--- config.mk ---
export PLATFORM = sky130hd
export DESIGN_NAME = rr_grant_encoder
export DESIGN_NICKNAME = d
export VERILOG_FILES = /design/src/rtl/rr_grant_encoder.sv
export SDC_FILE = /design/constraint.sdc
export NUM_CORES = 1
export LEC_CHECK = 0
export BUFFER_PORTS_ARGS = -buffer_cell sky130_fd_sc_hd__buf_2
export CORE_MARGIN = 2
export CORE_UTILIZATION = 53
export DETAILED_ROUTE_END_ITERATION = 8
export PLACE_DENSITY = 0.8
export SLEW_MARGIN = 5
export SYNTH_ARGS = -nofsm -noshare
export SYNTH_HDL_FRONTEND = slang
export SYNTH_SLANG_ARGS = --single-unit
--- constraint.sdc ---
create_clock -name clk -period 2.45 [get_ports clk]
set_clock_uncertainty 0.15 [all_clocks]
set_input_delay 0.1225 -clock clk [delete_from_list [all_inputs] [get_ports clk]]
set_output_delay 0.1225 -clock clk [all_outputs]
set_load 0.02 [all_outputs]
--- src/rtl/rr_grant_encoder.sv ---
// rr_grant_encoder: four-requester round-robin arbiter with a registered one-hot grant,
// an encoded index and an optional hold timeout.  Rev 1.0
`default_nettype none

module rr_grant_encoder #(
  parameter int MAX_HOLD = 16
) (
  input  logic       clk,
  input  logic       reset,
  input  logic [3:0] req,
  input  logic       done,
  output logic [3:0] gnt,
  output logic [1:0] gnt_idx,
  output logic       gnt_valid,
  output logic       timeout_err
);

  localparam int CNT_W       = (MAX_HOLD < 1) ? 1 : $clog2(MAX_HOLD + 1);
  localparam int HOLD_LAST_I = (MAX_HOLD < 1) ? 0 : MAX_HOLD - 1;
  localparam logic [CNT_W-1:0] HOLD_LAST = CNT_W'(HOLD_LAST_I);

  localparam logic [0:0] S_IDLE  = 1'b0;
  localparam logic [0:0] S_GRANT = 1'b1;

  logic [0:0]       state_q, state_d;
  logic [1:0]       ptr_q, ptr_d;
  logic [CNT_W-1:0] hold_cnt_q, hold_cnt_d;
  logic [3:0]       gnt_q, gnt_d;
  logic [1:0]       gnt_idx_q, gnt_idx_d;
  logic             gnt_valid_q, gnt_valid_d;
  logic             timeout_err_q, timeout_err_d;

  logic [1:0] sel;
  logic       sel_found;
  logic       owner_req;
  logic       hold_expired;
  logic       release_w;

  // First requester at or after the priority pointer, wrapping mod 4.
  always_comb begin
    sel       = 2'd0;
    sel_found = 1'b0;
    for (int k = 0; k < 4; k++) begin
      if (!sel_found && req[ptr_q + 2'(k)]) begin
        sel       = ptr_q + 2'(k);
        sel_found = 1'b1;
      end
    end
  end

  assign owner_req    = req[gnt_idx_q];
  assign hold_expired = (MAX_HOLD != 0) && (hold_cnt_q == HOLD_LAST);
  assign release_w    = done || !owner_req || hold_expired;

  always_ff @(posedge clk or posedge reset) begin
    if (reset) begin
      state_q       <= S_IDLE;
      ptr_q         <= 2'd0;
      hold_cnt_q    <= '0;
      gnt_q         <= 4'b0000;
      gnt_idx_q     <= 2'd0;
      gnt_valid_q   <= 1'b0;
      timeout_err_q <= 1'b0;
    end else begin
      state_q       <= state_d;
      ptr_q         <= ptr_d;
      hold_cnt_q    <= hold_cnt_d;
      gnt_q         <= gnt_d;
      gnt_idx_q     <= gnt_idx_d;
      gnt_valid_q   <= gnt_valid_d;
      timeout_err_q <= timeout_err_d;
    end
  end

  always_comb begin
    state_d = state_q;
    case (state_q)
      S_IDLE:  if (sel_found) state_d = S_GRANT;
      S_GRANT: if (release_w) state_d = S_IDLE;
      default: state_d = S_IDLE;
    endcase
  end

  always_comb begin
    ptr_d         = ptr_q;
    hold_cnt_d    = hold_cnt_q;
    gnt_d         = gnt_q;
    gnt_idx_d     = gnt_idx_q;
    gnt_valid_d   = gnt_valid_q;
    timeout_err_d = 1'b0;
    case (state_q)
      S_IDLE: begin
        if (sel_found) begin
          gnt_d       = 4'b0001 << sel;
          gnt_idx_d   = sel;
          gnt_valid_d = 1'b1;
          hold_cnt_d  = '0;
        end
      end
      S_GRANT: begin
        if (release_w) begin
          gnt_d         = 4'b0000;
          gnt_valid_d   = 1'b0;
          ptr_d         = gnt_idx_q + 2'd1;
          // Only a pure timeout is an error; done or a dropped request wins.
          timeout_err_d = hold_expired && !done && owner_req;
        end else begin
          hold_cnt_d = hold_cnt_q + CNT_W'(1);
        end
      end
      default: begin
        gnt_d       = 4'b0000;
        gnt_valid_d = 1'b0;
      end
    endcase
  end

  assign gnt         = gnt_q;
  assign gnt_idx     = gnt_idx_q;
  assign gnt_valid   = gnt_valid_q;
  assign timeout_err = timeout_err_q;

endmodule

`default_nettype wire

==> out/qor.yml, run 1 <==
ios: 15
cp.required_ps: 2520
power_density_nw_per_um2: 1120
combPwrFrac: 0.451
synth_seq_area_share: 0.444
grt_pass1_wl_mm: 2.81
sw_frac_of_total: 0.409
placedCellCount: 111
drc: 0
clock_latency_ps: 280
cts_tree: "done"
syn_nets: 93
hold_viol_final: 0
cts-root-buf: "clkbuf_4"
peakVddDrop_mv: 0.641
synth_top_area_share: 0.444
power.switching_mw: 0.473
drtIter0Drc: 8
sequentialPowerShare: 0.402
fmax_mhz: 440
num_vias: 683
finalSetupViolCount: 0
grt_max_degree: 17
post-synth-top-count-cell: "dfrtp_1"
cp_top_family: "simple AND/OR/NAND/NOR gates"
period_minus_slack_ps: 2270
netlist_area_um2: 901
clock_sinks: 16
vias_per_cell: 5.84
cts_resized: 0
nets: 111
layout.cells.non_filler: 117
highest_layer: "met4"
cts_buffers: 3
cts_setup_buffers: 0
fin_crit_sh: 0.927
worst_pin_slew_ps: 589
fp-row-count: 14
dr_wl_met3_um: 69
h-tree-depth: 1
ys.flop_type: "dfrtp_1"
start_util: 0.584
p_leak_nw: 0.495
rsz0062_at_grt: "no"
maxCapViolations: 0
dp_hpwl_mm: 1.22
async_flop_share: 1.00
cp_num_buf_inv: 0
yosysUniqueCellTypes: 37
antenna_found_initial: 0
critical_path.max_stage_delay_ps: 430
syn2layout_area_growth_pct: 14.3
core_um2: 1540
worstPathArrival_ps: 2350
yosysWarnings: 0
cpMostUsedCell: "ha_1"
crit_path_cell_trace: "ha_1, and3_1, ha_1, or3b_4, o221ai_4, and2_4, a22o_1"
critPathCaptureType: "flop"
wirelength_mm: 1.62
met1_length_um: 840
holdWs_ps: 197
worstPathMaxFanout: 6
drive_gt1_frac: 0.248
drv_slew: 0
final_antenna_net_count: 0
fin_tns_setup_ps: 0
grt.overflow.total: 0
synth_cells: 84
multi_input_area_um2: 464
outcome: "finished clean"
clockBufferDepth: 2
synth-edff-count: 0
die_y_um: 45.2
slew_headroom: 0.607
p_int_mw: 0.684
seqCellArea_um2: 400
dieArea_um2: 2050
routedWlPerCell_um: 13.8
crit_type: "reg -> reg"
cp_slowest_cell: "or3b_4"
n_antenna_cell: 0
syn_area_per_cell_um2: 10.7
track_usage: 0.195
synthTopCellsByArea: "dfrtp_1, mux2i_1, o21ai_0, a2bb2oi_4, nand2_1"
grt_pass1_vias: 620
synth_commonest_cells: "dfrtp_1, nand2_1, o21ai_0"
place_congestion: 0.770
dr.pass1.iters: 6
start_kind: "flop"
route.met2.wl_um: 689
io_buffers: 14
hold_path.class: "in -> reg"
num-fill-cells: 123
yosysTopAreaCell: "dfrtp_1"
ys_ff_latch: 16
clkPwrFrac: 0.147
clk_pin_slew_worst_paths_ps: 90
fp.dieW_um: 45.2
## cell usage in the layout (no fill, tap or decap), types with 2 or more instances in the layout
cell | synthesis | routed
a21oi_1 | 2 | 2
mux2i_1 | 3 | 3
nor2_1 | 4 | 4
buf_2 | 2 | 14
nand3_1 | 4 | 4
or3_1 | 2 | 2
inv_1 | 5 | 5
a21o_1 | 2 | 2
o21ai_0 | 6 | 6
clkbuf_4 | 0 | 3
ha_1 | 2 | 2
nand2b_1 | 2 | 2
dfrtp_1 | 16 | 16
dlygate4sd3_1 | 0 | 2
a22o_1 | 2 | 2
nor3_1 | 2 | 2
xnor2_1 | 2 | 2
nand2_1 | 7 | 7
## flip-flops by register name (all words and copies together) (netlist names)
signal       cells
hold_cnt_q       5
gnt              4
gnt_idx          2
ptr_q            2
gnt_valid        1
state_q          1
timeout_err      1
## through the flow
step           setup slack, ps   util  total power [mW]  instance area, um2
2_1_floorplan              316      -             0.874                 901
3_3_place_gp               254  0.631             0.979                 973
3_5_place_dp               199  0.631             0.992                 973
4_1_cts                    169  0.668              1.17                1030
5_1_grt                   53.8  0.668              1.24                1030
6_report                   178  0.668              1.16                1030
## power groups by stage
stage | Clock (mW) | Combinational, mW | Sequential (mW)
global placement | 0 | 0.513 | 0.466
CTS | 0.174 | 0.527 | 0.464
finish | 0.171 | 0.522 | 0.465
floorplan | 0 | 0.389 | 0.485
detailed placement | 0 | 0.523 | 0.469
global route | 0.180 | 0.582 | 0.478
## cells by family (layout without fill, tap and decap cells)
family,Yosys count,count (layout),share of synthesized area
AND/OR/NAND/NOR,31,31,0.203
AO/OA/AOI/OAI,20,20,0.190
flip-flops,16,16,0.444
buffers and inverters,8,25,0.0403
multiplexers,5,5,0.0750
adder cells (fa/ha/maj),2,2,0.0278
XOR/XNOR,2,2,0.0194
## per-layer routing
layer	GRT usage	up-vias
li1	-	340
met1	0.295	321
met2	0.269	20
met3	0.0360	2
met4	0.0882	0
met5	0	-
## cell type report
cell class | instances | share of cell area
inverters | 5 | 0.0182
multi-input cells | 60 | 0.451
flip-flops and latches | 16 | 0.389
clock buffers | 4 | 0.0352
well taps | 16 | 0.0194
repair buffers | 16 | 0.0875
## tightest hold or removal path, stage by stage
cell and delay (ps):
buf_2 130, mux2i_4 230, a211oi_1 110
## worst paths after layout
path | startpoint | cells past startpoint | to | slack, ps
setup / recovery | hold_cnt_q[0]$_DFFE_PP0P_ | 7 | gnt[2]$_DFFE_PP0P_ | 180
hold / removal | req[1] | 3 | timeout_err$_DFF_PP0_ | 200
setup reg to reg | hold_cnt_q[0]$_DFFE_PP0P_ | 7 | gnt[2]$_DFFE_PP0P_ | 180
hold reg to reg | gnt_valid$_DFFE_PP0P_ | 2 | gnt_valid$_DFFE_PP0P_ | 340
max in group asynchronous | reset | 3 | gnt[3]$_DFFE_PP0P_ | 1480
min in group asynchronous | reset | 3 | hold_cnt_q[0]$_DFFE_PP0P_ | 290
## what timing repair did
item / 4_1_cts / 5_1_grt
endpoints found under the hold margin: 17 / 0
hold buffers: 2 / 0
endpoints found under the setup margin: 0 / 0
Power figures use the tool's default switching activity.
==> inputs of run 2 (changes only) <==
Settings changed: BUFFER_PORTS_ARGS -buffer_cell sky130_fd_sc_hd__buf_2 to -buffer_cell sky130_fd_sc_hd__buf_4.
==> run 2 against run 1 <==
Register-to-register slack worse by 20 ps. Global-route usage up 2.1 points. Critical path type unchanged. Critical path depth unchanged. Maximum frequency down 0.86%. Sequential cell count unchanged. Sequential power up 3%. Setup slack worse by 20 ps. Largest cell class unchanged. Combinational power up 7.7%. Power up 4.9%. Clock power up 2%.
==> out/qor.yml, run 2 (synthesized netlist as in run 1, its figures left out) <==
fp-row-count: 14  # unchanged
period_minus_slack_ps: 2290  # +19.7 ps
pre_cts_ws_ps: 201  # +2.03 ps
nets: 111  # unchanged
place_area_um2: 1010  # +3.6%
antenna_found_initial: 0  # unchanged
grt.overflow.total: 0  # unchanged
start_kind: "flop"
grt_pass1_wl_mm: 3.05  # +8.6%
peakVddDrop_mv: 0.681  # +6.3%
drtIter0Drc: 16  # +8
hold_viol_final: 0  # unchanged
power.total_mw: 1.21  # +4.9%
p_leak_nw: 0.503  # +1.7%
wirelength_mm: 1.83  # +13%
die_y_um: 45.2  # unchanged
place_congestion: 0.782  # +1.5%
final_antenna_net_count: 0  # unchanged
routedWlPerCell_um: 15.7  # +13%
n_antenna_cell: 0  # unchanged
layout_commonest_cell: "dfrtp_1"
slew_headroom: 0.596  # -0.0110
largest_reg_flops: 5  # unchanged
syn2layout_area_growth_pct: 18.2
cp.required_ps: 2520  # about the same
num_vias: 708  # +3.7%
ios: 15  # unchanged
cts_tree: "done"
worstPathArrival_ps: 2370  # +20 ps
stdcell_area_um2: 1060  # +3.4%
holdCritStartpoint: "req[1]"
drc: 0  # unchanged
power_density_nw_per_um2: 1140  # +1.4%
dr.pass1.iters: 4  # -2
largest-register: "hold_cnt_q"
outcome: "finished clean"
rsz0062_at_grt: "no"
clock_latency_ps: 290  # about the same
finalSetupViolCount: 0  # unchanged
maxCapViolations: 0  # unchanged
cts-root-buf: "clkbuf_4"
reg2reg_depth: 7  # unchanged
grt_pass1_vias: 671  # +8.2%
io_buffers: 14  # unchanged
r2r-start: "hold_cnt_q[0]$_DFFE_PP0P_"
fin_crit_sh: 0.936  # +0.00804
worstPathMaxFanout: 6  # unchanged
hold_path.class: "in -> reg"
whs_path_depth: 3  # unchanged
drv_slew: 0  # unchanged
crit_type: "reg -> reg"
fp.dieW_um: 45.2  # unchanged
clockBufferDepth: 2  # unchanged
critPathCaptureType: "flop"
clock_sinks: 16  # unchanged
layout_common_cells: "dfrtp_1, buf_4, nand2_1, o21ai_0, inv_1"
timing.final.ws_setup_ps: 158  # -19.7 ps
grt_max_degree: 17  # unchanged
cts_setup_buffers: 0  # unchanged
regToRegSetupSlack_ps: 160  # -20 ps
holdBufCountCts: 2  # unchanged
worst_pin_slew_ps: 605  # +16.5 ps
dieArea_um2: 2050  # unchanged
fmax_mhz: 436  # -0.86%
start_util: 0.584  # unchanged
vias_per_cell: 6.05  # +3.7%
r2r-end: "gnt[3]$_DFFE_PP0P_"
dp_hpwl_mm: 1.34  # +9.2%
cts_buffers: 3  # unchanged
clk_pin_slew_worst_paths_ps: 100  # about the same
core_um2: 1540  # unchanged
final_util: 0.691  # +0.0227
cts_resized: 0  # unchanged
fin_tns_setup_ps: 0  # unchanged
drive_gt1_frac: 0.248  # unchanged
track_usage: 0.215  # +0.0209
hold_path_end: "timeout_err$_DFF_PP0_"
h-tree-depth: 1  # unchanged
-- run 2: layout make-up --
class                           count  area, um2
Clock buffer                        4       36.3
Fill cell                         130        477
Inverter                            5       18.8
Multi-Input combinational cell     60        464
Sequential cell                    16        400
Tap cell                           16       20.0
Timing Repair Buffer               16        125
-- run 2: layer usage --
layer | vias up | wire length [um] | GRT usage
met5 | - | 0 | 0
met3 | 4 | 110 | 0.0760
li1 | 341 | - | -
met1 | 343 | 868 | 0.287
met4 | 0 | 24 | 0.0765
met2 | 20 | 828 | 0.326
-- run 2: how the worst max path moves through the flow --
| stage | start | to | slack [ps] | cells after the start |
|---|---|---|---|---|
| after floorplan | hold_cnt_q[0]$_DFFE_PP0P_ | gnt[2]$_DFFE_PP0P_ | 320 | 7 |
| after global placement | hold_cnt_q[0]$_DFFE_PP0P_ | gnt[2]$_DFFE_PP0P_ | 250 | 7 |
| after detailed placement | hold_cnt_q[0]$_DFFE_PP0P_ | gnt[3]$_DFFE_PP0P_ | 200 | 7 |
| after CTS | hold_cnt_q[0]$_DFFE_PP0P_ | gnt[2]$_DFFE_PP0P_ | 160 | 7 |
| after global routing | hold_cnt_q[0]$_DFFE_PP0P_ | gnt[2]$_DFFE_PP0P_ | 40 | 7 |
| final | hold_cnt_q[0]$_DFFE_PP0P_ | gnt[3]$_DFFE_PP0P_ | 160 | 7 |
-- run 2: critical path, cell delays in order, from the launching register on --
cell and delay (ps):
dfrtp_1 420, ha_1 240, and3_1 190, ha_1 230, or3b_4 420, o221ai_4 230, and2_4 200, a22o_1 140
-- run 2: report_power, final --
part,total [mW],internal (mW),switching [mW]
sequential,0.477,0.355,0.122
clock,0.175,0.0905,0.0850
combinational,0.562,0.271,0.291
total,1.21,0.716,0.498
-- run 2: stage by stage --
step | hold slack, ps | instances
floorplan | -114 | 84
CTS | 173 | 117
global placement | 71.8 | 111
detailed placement | 80.0 | 111
global route | 185 | 117
finish | 170 | 117
==> inputs of run 3 (changes only) <==
Settings changed: BUFFER_PORTS_ARGS -buffer_cell sky130_fd_sc_hd__buf_4 to default, CORE_UTILIZATION 53 to 60, DONT_BUFFER_PORTS from default to 1.
==> run 3 against run 2 <==
Critical path depth did not move. Die area is 11% lower. Routed wire length fell by 6.2%. Count of clock-buffer cells in the layout is the same. Sequential power is 13% higher. First-iteration DRC count grew 25%. Maximum frequency grew 0.74%. Clock power about the same. Via count is 6.4% lower. Critical path type unchanged. Critical endpoint is now gnt[2]$_DFFE_PP0P_. Highest routed layer unchanged.
==> out/qor.yml, run 3 (synthesized netlist as in run 1, its figures left out) <==
die_y_um: 42.8  # -5.5%
start_kind: "flop"
h-tree-depth: 1  # unchanged
drv_slew: 0  # unchanged
clk_pin_slew_worst_paths_ps: 90  # about the same
slew_headroom: 0.609  # +0.0134
hold_path.class: "in -> reg"
cts_buffers: 3  # unchanged
largest-register: "hold_cnt_q"
antenna_found_initial: 0  # unchanged
drive_gt1_frac: 0.126  # -0.121
final_antenna_net_count: 0  # unchanged
ios: 15  # unchanged
dr.pass1.iters: 7  # +3
grt_pass1_vias: 650  # -3.1%
fmax_mhz: 440  # +0.74%
peakVddDrop_mv: 0.688  # +1.1%
drtIter0Drc: 20  # +4
wirelength_mm: 1.72  # -6.2%
clock_latency_ps: 290  # about the same
dp_hpwl_mm: 1.29  # -3.7%
grt_max_degree: 17  # unchanged
worstPathMaxFanout: 6  # unchanged
stdcell_area_um2: 958  # -10%
reg2reg_depth: 7  # unchanged
fin_crit_sh: 0.929  # -0.00688
grt.overflow.total: 0  # unchanged
crit_end: "gnt[2]$_DFFE_PP0P_"
grt_pass1_wl_mm: 3.04  # -0.23%
critPathCaptureType: "flop"
cts_resized: 0  # unchanged
largest_reg_flops: 5  # unchanged
rsz0062_at_grt: "no"
place_area_um2: 902  # -11%
timing.final.ws_setup_ps: 175  # +16.8 ps
vias_per_cell: 6.50  # +7.4%
cts_tree: "done"
layout_commonest_cell: "dfrtp_1"
drc: 0  # unchanged
syn2layout_area_growth_pct: 6.39
clock_sinks: 16  # unchanged
power_density_nw_per_um2: 1170  # +2.4%
finalSetupViolCount: 0  # unchanged
num_vias: 663  # -6.4%
core_um2: 1350  # -12%
nets: 97  # -13%
startpoint: "hold_cnt_q[0]$_DFFE_PP0P_"
crit_type: "reg -> reg"
maxCapViolations: 0  # unchanged
p_leak_nw: 0.433  # -14%
regToRegSetupSlack_ps: 170  # +20 ps
track_usage: 0.225  # +0.00971
r2r-start: "hold_cnt_q[0]$_DFFE_PP0P_"
hold_viol_final: 0  # unchanged
fp-row-count: 13  # -1
n_antenna_cell: 0  # unchanged
place_congestion: 0.719  # -8.0%
io_buffers: 0  # -14
cts-root-buf: "clkbuf_4"
layout_common_cells: "dfrtp_1, nand2_1, o21ai_0, inv_1"
fin_tns_setup_ps: 0  # unchanged
fp.dieW_um: 42.8  # -5.5%
worst_pin_slew_ps: 585  # -20.1 ps
routedWlPerCell_um: 16.9  # +7.6%
pre_cts_ws_ps: 208  # +7.49 ps
dieArea_um2: 1830  # -11%
start_util: 0.667  # +0.0829
clockBufferDepth: 2  # unchanged
r2r-end: "gnt[2]$_DFFE_PP0P_"
outcome: "finished clean"
period_minus_slack_ps: 2280  # -16.8 ps
worstPathArrival_ps: 2360  # about the same
cp.required_ps: 2530  # about the same
==> run 3: cell types whose count changed in the layout (fill, tap and decap cells not counted), sizes merged <==
| cell | before | now |
|---|---|---|
| buf | 14 | 0 |
==> run 3: worst min path at each step <==
| stage | end | cells after the start | from |
|---|---|---|---|
| 6_report | gnt[0]$_DFFE_PP0P_ | 3 | req[3] |
| 5_1_grt | timeout_err$_DFF_PP0_ | 2 | req[3] |
| 4_1_cts | gnt[0]$_DFFE_PP0P_ | 3 | req[3] |
| 3_5_place_dp | gnt[1]$_DFFE_PP0P_ | 1 | reset |
| 3_3_place_gp | gnt[2]$_DFFE_PP0P_ | 1 | reset |
| 2_1_floorplan | gnt[0]$_DFFE_PP0P_ | 1 | reset |
==> run 3: per-stage QoR <==
stage               total power [mW]  hold WS [ps]   util  std cells
finish                          1.12          29.2  0.710        102
global route                    1.20          35.1  0.710        102
global placement               0.927         -48.8  0.668         96
CTS                             1.12          27.1  0.710        102
floorplan                      0.874          -114      -         84
detailed placement             0.943         -46.4  0.668         96
==> run 3: power breakdown <==
| part | leakage, nW | switching, mW | internal [mW] |
|---|---|---|---|
| Clock | 0.0210 | 0.0851 | 0.0906 |
| Combinational | 0.205 | 0.200 | 0.202 |
| Sequential | 0.207 | 0.187 | 0.354 |
| Total | 0.433 | 0.472 | 0.646 |
==> run 3: timing repair <==
action / 4_1_cts / 5_1_grt
setup endpoints to repair: 0 / 0
hold endpoints to repair: 17 / 0
buffers inserted: 0 / 0
hold buffers: 2 / 0
==> run 3: worst max-delay path: stages (launching register included) <==
cell and delay [ps]:
dfrtp_1 420, ha_1 230, and3_1 180, ha_1 240, or3b_4 420, o221ai_4 230
and2_4 210, a22o_1 140
==> run 3: layout make-up <==
class,count,area [um2]
clock buffer,4,36.3
inverter,5,18.8
tap,15,18.8
multi-input combinational,60,464
sequential,16,400
fill,98,392
timing repair buffer,2,20.0
==> run 3: routing by layer <==
layer / global-route usage / part of all wire / vias to the layer above
met4: 0.0750 / 0.017 / 0
met2: 0.342 / 0.46 / 22
met5: 0 / 0 / -
met1: 0.319 / 0.45 / 326
li1: - / - / 310
met3: 0.0468 / 0.069 / 5
